==> config.mk <==
export PLATFORM = sky130hd
export DESIGN_NAME = key_arbiter_flat
export DESIGN_NICKNAME = d
export VERILOG_FILES = /design/src/rtl/key_arbiter_if.sv /design/src/rtl/key_arbiter.sv /design/src/flat_wrapper.sv
export SDC_FILE = /design/constraint.sdc
export NUM_CORES = 1
export LEC_CHECK = 0
export ABC_AREA = 1
export BUFFER_PORTS_ARGS = -buffer_cell sky130_fd_sc_hd__buf_2
export CAP_MARGIN = 20
export CORE_UTILIZATION = 52
export CTS_CLUSTER_DIAMETER = 150
export CTS_CLUSTER_SIZE = 24
export DETAILED_ROUTE_END_ITERATION = 16
export PLACE_DENSITY_LB_ADDON = 0.25
export SLEW_MARGIN = 10
export SYNTH_ARGS = -nofsm -noshare
export SYNTH_HDL_FRONTEND = slang
export SYNTH_SLANG_ARGS = --single-unit
==> constraint.sdc <==
create_clock -name clk -period 3.7 [get_ports clk]
set_input_delay 0.925 -clock clk [delete_from_list [all_inputs] [get_ports clk]]
set_output_delay 0.925 -clock clk [all_outputs]
set_load 0.01 [all_outputs]
==> src/rtl/key_arbiter_if.sv <==
// key_arbiter_if: grant handshake between key_arbiter and a downstream consumer.
//   gnt_valid  master->slave  a grant is presented
//   gnt_code   master->slave  code of the granted key (key n -> 3-n)
//   gnt_ready  slave->master  consumer accepts the current grant
interface key_arbiter_if;
  logic       gnt_valid;
  logic       gnt_ready;
  logic [1:0] gnt_code;
  modport master (output gnt_valid, output gnt_code, input gnt_ready);
  modport slave  (input gnt_valid, input gnt_code, output gnt_ready);
endinterface

==> src/rtl/key_arbiter.sv <==
// key_arbiter: debounces four active-low push-buttons and grants one queued press at a time.
//   clk    system clock
//   rst_n  asynchronous active-low reset
//   key_i  raw buttons, active-low, asynchronous to clk
//   gnt    grant handshake (master side): gnt_valid/gnt_code out, gnt_ready in
//   pend_o pending-request bits, bit n = key n
//   led_o  code of the last accepted grant
// Build option: KEY_ARBITER_ROUND_ROBIN_EN selects round-robin arbitration
// (search starts after the last granted key); otherwise KEY[3] has fixed top priority.
module key_arbiter #(
  parameter int DEBOUNCE_CYCLES = 1000000
) (
  input  logic          clk,
  input  logic          rst_n,
  input  logic [3:0]    key_i,
  key_arbiter_if.master gnt,
  output logic [3:0]    pend_o,
  output logic [1:0]    led_o
);
  localparam int CW = $clog2(DEBOUNCE_CYCLES);
  localparam logic [CW-1:0] CNT_MAX = CW'(DEBOUNCE_CYCLES - 1);
  typedef enum logic {IDLE, GRANT} state_t;
  state_t               state_q, state_d;
  logic [3:0]           sync1_q, p_q, s_q, s_d, s_prev_q, pend_q, pend_d, press;
  logic [3:0][CW-1:0]   cnt_q, cnt_d;
  logic [1:0]           code_q, code_d, led_q, led_d, w;
  logic                 accept;

  assign press         = s_q & ~s_prev_q;
  assign accept        = (state_q == GRANT) && gnt.gnt_ready;
  assign gnt.gnt_valid = state_q == GRANT;
  assign gnt.gnt_code  = code_q;
  assign pend_o        = pend_q;
  assign led_o         = led_q;

`ifdef KEY_ARBITER_ROUND_ROBIN_EN
  logic [1:0] ptr_q;
  // Descending scan so the pending key closest after the pointer is assigned last.
  always_comb begin
    w = ptr_q;
    for (int i = 4; i >= 1; i--)
      if (pend_q[2'(ptr_q + i)]) w = 2'(ptr_q + i);
  end
  always_ff @(posedge clk or negedge rst_n)
    if (!rst_n) ptr_q <= '0;
    else if (accept) ptr_q <= ~code_q;
`else
  always_comb begin
    w = '0;
    for (int i = 0; i < 4; i++)
      if (pend_q[i]) w = 2'(i);
  end
`endif

  // The code of key n is 3-n, which for two bits is simply ~n, so the held
  // code doubles as the captured winner.
  always_comb begin
    s_d     = s_q;
    cnt_d   = '0;
    pend_d  = pend_q;
    state_d = state_q;
    code_d  = code_q;
    led_d   = led_q;
    for (int i = 0; i < 4; i++)
      if (p_q[i] != s_q[i]) begin
        if (cnt_q[i] == CNT_MAX) s_d[i] = ~s_q[i];
        else cnt_d[i] = cnt_q[i] + 1'b1;
      end
    if (accept) begin
      pend_d[~code_q] = 1'b0;
      led_d           = code_q;
      state_d         = IDLE;
    end
    pend_d = pend_d | press;
    if (state_q == IDLE && |pend_q) begin
      state_d = GRANT;
      code_d  = ~w;
    end
  end

  always_ff @(posedge clk or negedge rst_n)
    if (!rst_n) begin
      state_q  <= IDLE;
      sync1_q  <= '0;
      p_q      <= '0;
      s_q      <= '0;
      s_prev_q <= '0;
      cnt_q    <= '0;
      pend_q   <= '0;
      code_q   <= 2'b11;
      led_q    <= 2'b11;
    end else begin
      state_q  <= state_d;
      sync1_q  <= ~key_i;
      p_q      <= sync1_q;
      s_q      <= s_d;
      s_prev_q <= s_q;
      cnt_q    <= cnt_d;
      pend_q   <= pend_d;
      code_q   <= code_d;
      led_q    <= led_d;
    end
endmodule

==> src/flat_wrapper.sv <==
// flat-port wrapper written by rule: the top's interface ports become plain ports
module key_arbiter_flat 
#(
  parameter int DEBOUNCE_CYCLES = 1000000
)
  (clk, rst_n, key_i, pend_o, led_o, gnt_gnt_valid, gnt_gnt_code, gnt_gnt_ready);
  key_arbiter_if gnt_i ();
  input  logic clk;
  input  logic rst_n;
  input  logic [3:0] key_i;
  output logic [3:0] pend_o;
  output logic [1:0] led_o;
  output wire logic [$bits(gnt_i.gnt_valid)-1:0] gnt_gnt_valid;
  output wire logic [$bits(gnt_i.gnt_code)-1:0] gnt_gnt_code;
  input wire logic [$bits(gnt_i.gnt_ready)-1:0] gnt_gnt_ready;
  assign gnt_gnt_valid = gnt_i.gnt_valid;
  assign gnt_gnt_code = gnt_i.gnt_code;
  assign gnt_i.gnt_ready = gnt_gnt_ready;
  key_arbiter #(.DEBOUNCE_CYCLES(DEBOUNCE_CYCLES)) u_core (.clk(clk), .rst_n(rst_n), .key_i(key_i), .gnt(gnt_i), .pend_o(pend_o), .led_o(led_o));
endmodule
==> impl_metrics.tcl <==
set metrics [dict create \
    status "complete, no violations" \
    drt_pass1_iterations 4 \
    dieArea_sq_mm 0.0107 \
    worstMarginPinSlew_ns 0.553 \
    final.min_clock_period_ns 2.04 \
    slew_violations 0 \
    grt_pass1_wl_um 18100 \
    drt_wl_total_um 10100 \
    cts-resized-gates 0 \
    wl_per_cell_um 12.1 \
    cp.required_ns 2.77 \
    routed-via-count 4176 \
    track_usage_pct 21.9 \
    clockBufferDepth 2 \
    max_freq_mhz 491 \
    setup_slack_ns 1.66 \
    cts_root_buf "clkbuf_8" \
    synth_top_area_share_pct 47.3 \
    dieWidth_um 103 \
    setup_viol 0 \
    antenna_left 0 \
    cts_sinks 105 \
    drc 0 \
    ys_warn_count 0 \
    syn_area_sq_mm 0.00534 \
    vdd_drop_max_mv 0.202 \
    fp.coreArea_sq_mm 0.00986 \
    grt_pass1_vias 3995 \
    min_period_over_period_pct 55.1 \
    via_per_inst 4.98 \
    drv_cap 0 \
    synth_top_area_cell "dfrtp_1" \
    slowest_delay_ns 0.59 \
    grt.overflow.total 0 \
    arrival_ns 1.11 \
    critPathMaxFanout 5 \
    multi_input_area_sq_mm 0.00244 \
    cts_tree "yes" \
    clk_pin_slew_ns 0.10 \
    syn_avg_cell_area_sq_um 7.91 \
    portBuffers 15 \
    cts_htree_levels 3 \
    relSlewSlack_pct 62.9 \
    crit_family "flip-flops" \
    drive_gt1_share_pct 9.79 \
    ys_types 29 \
    netlist_instances 675 \
    cp-end-kind "output pin" \
    rsz0062_at_grt "false" \
    synth_area_leaders "dfrtp_1 (47%), nor2_1 (13%), nand2_1 (8.9%)" \
    critPathLaunchType "flip-flop" \
    grt_max_degree 106 \
    register_area_sq_mm 0.00263 \
    async_flop_share_pct 100 \
    syn-num-nets 686 \
    crit_type "reg -> out" \
    leakage_uw 0.00246 \
    crit_slowest_cell "dfstp_2" \
    stdcell_count 838 \
    rows 36 \
    fin_tns_setup_ns 0 \
    path_cells "buf_2" \
    synth-edff-count 0 \
    cts_buffers 9 \
    final.setup_skew_ns 0.0107 \
    drt_iter0_markers 199 \
    gp_congestion 0.916 \
    cts_hold_buf 0 \
    ys_seq_elements 105 \
    power_density_mw_per_mm2 375 \
    hold_class "reg -> reg" \
    diodes 0 \
    hold_viol_final 0 \
    ios 16 \
    worst-path-buf-inv 1 \
    post-place-ws_ns 2.01 \
    area_growth_pct 8.13 \
    initial_utilization_pct 54.1 \
    fin_util_pct 58.5 \
    ys_seq_area_share_pct 49.3 \
    post-cts-setup-buffer-count 0 \
    placed_cells 822 \
    final_common_cell "nor2_1" \
    grt_antenna_before_repair 0 \
    fillers 894 \
    die_h_um 103 \
    clk_latency_ns 0.38 \
    hpwlAfterDp_um 7460 \
    mostFrequentLayoutCells "nor2_1 (182), nand2_1 (126), dfrtp_1 (101), inv_1 (67), nand3_1 (54)" \
    fin_nets 711 \
    dominantRegCellSynth "dfrtp_1" \
]
[metal layers]
layer / wire length (um) / GRT usage, %
met1: 4910 / 29.7
met3: 367 / 4.70
met4: 109 / 6.28
met5: 0 / 0
met2: 4750 / 35.8
[cell families after synthesis]
group	Yosys count	share of synthesized area, %
buffers and inverters	72	5.06
AO/OA/AOI/OAI	32	3.12
adder cells (fa/ha/maj)	4	0.937
AND/OR/NAND/NOR	416	33.9
XOR/XNOR	46	7.68
flip-flops	105	49.3
[sequential cells by signal, indices dropped and copies added (netlist names)]
name,count
u_core.cnt_q,80
u_core.gnt.gnt_code,2
u_core.gnt.gnt_valid,1
u_core.led_o,2
u_core.p_q,4
u_core.pend_o,4
u_core.s_prev_q,4
u_core.s_q,4
u_core.sync1_q,4
[area by class of cell]
| cell class | instances | share of cell area (%) |
|---|---|---|
| flip-flops and latches | 105 | 45.6 |
| multi-input cells | 498 | 42.2 |
| inverters | 70 | 4.55 |
| well taps | 133 | 2.88 |
| clock buffers | 10 | 2.21 |
| repair buffers | 16 | 1.69 |
| clock inverters | 6 | 0.867 |
[per-stage QoR]
| stage | power (uW) | cell area, sq um | hold slack, ns |
|---|---|---|---|
| 2_1_floorplan | 1410 | 5340 | 0.331 |
| 3_3_place_gp | 1520 | 5600 | 0.333 |
| 3_5_place_dp | 1530 | 5600 | 0.338 |
| 4_1_cts | 2200 | 5780 | 0.362 |
| 5_1_grt | 2290 | 5780 | 0.362 |
| 6_report | 2170 | 5780 | 0.353 |
[power breakdown]
| group | total (uW) | switching, uW | internal, uW |
|---|---|---|---|
| combinational | 228 | 149 | 79.7 |
| sequential | 1270 | 52.0 | 1220 |
| clock | 664 | 409 | 255 |
[path summary, 6_finish.rpt]
path	depth (start not counted)	slack [ns]	from	to
worst max-delay path	1	1.66	u_core.gnt.gnt_code[0]	gnt_gnt_code[0]
worst min register to register	0	0.35	u_core.sync1_q[2]	u_core.p_q[2]
min in group asynchronous	2	0.59	rst_n	u_core.cnt_q[36]
worst min-delay path	0	0.35	u_core.sync1_q[2]	u_core.p_q[2]
worst max register to register	8	2.14	u_core.cnt_q[20]	u_core.cnt_q[29]
max in group asynchronous	2	2.69	rst_n	u_core.cnt_q[22]
[synth_stat cells, types with 2 or more instances]
library cell  count
nor2_1          182
nand2_1         126
dfrtp_1         101
inv_1            67
nand3_1          54
xor2_1           31
o21ai_0          18
xnor2_1          14
a21oi_1          11
nor3_1           11
nand2_2           9
nor2_2            9
nand4_1           8
dfstp_2           4
ha_1              4
nand3_2           4
nor2_4            4
inv_2             3
nor3b_1           3
and2_1            2
clkbuf_1          2
Note: power is estimated with default switching activity, not from simulation.
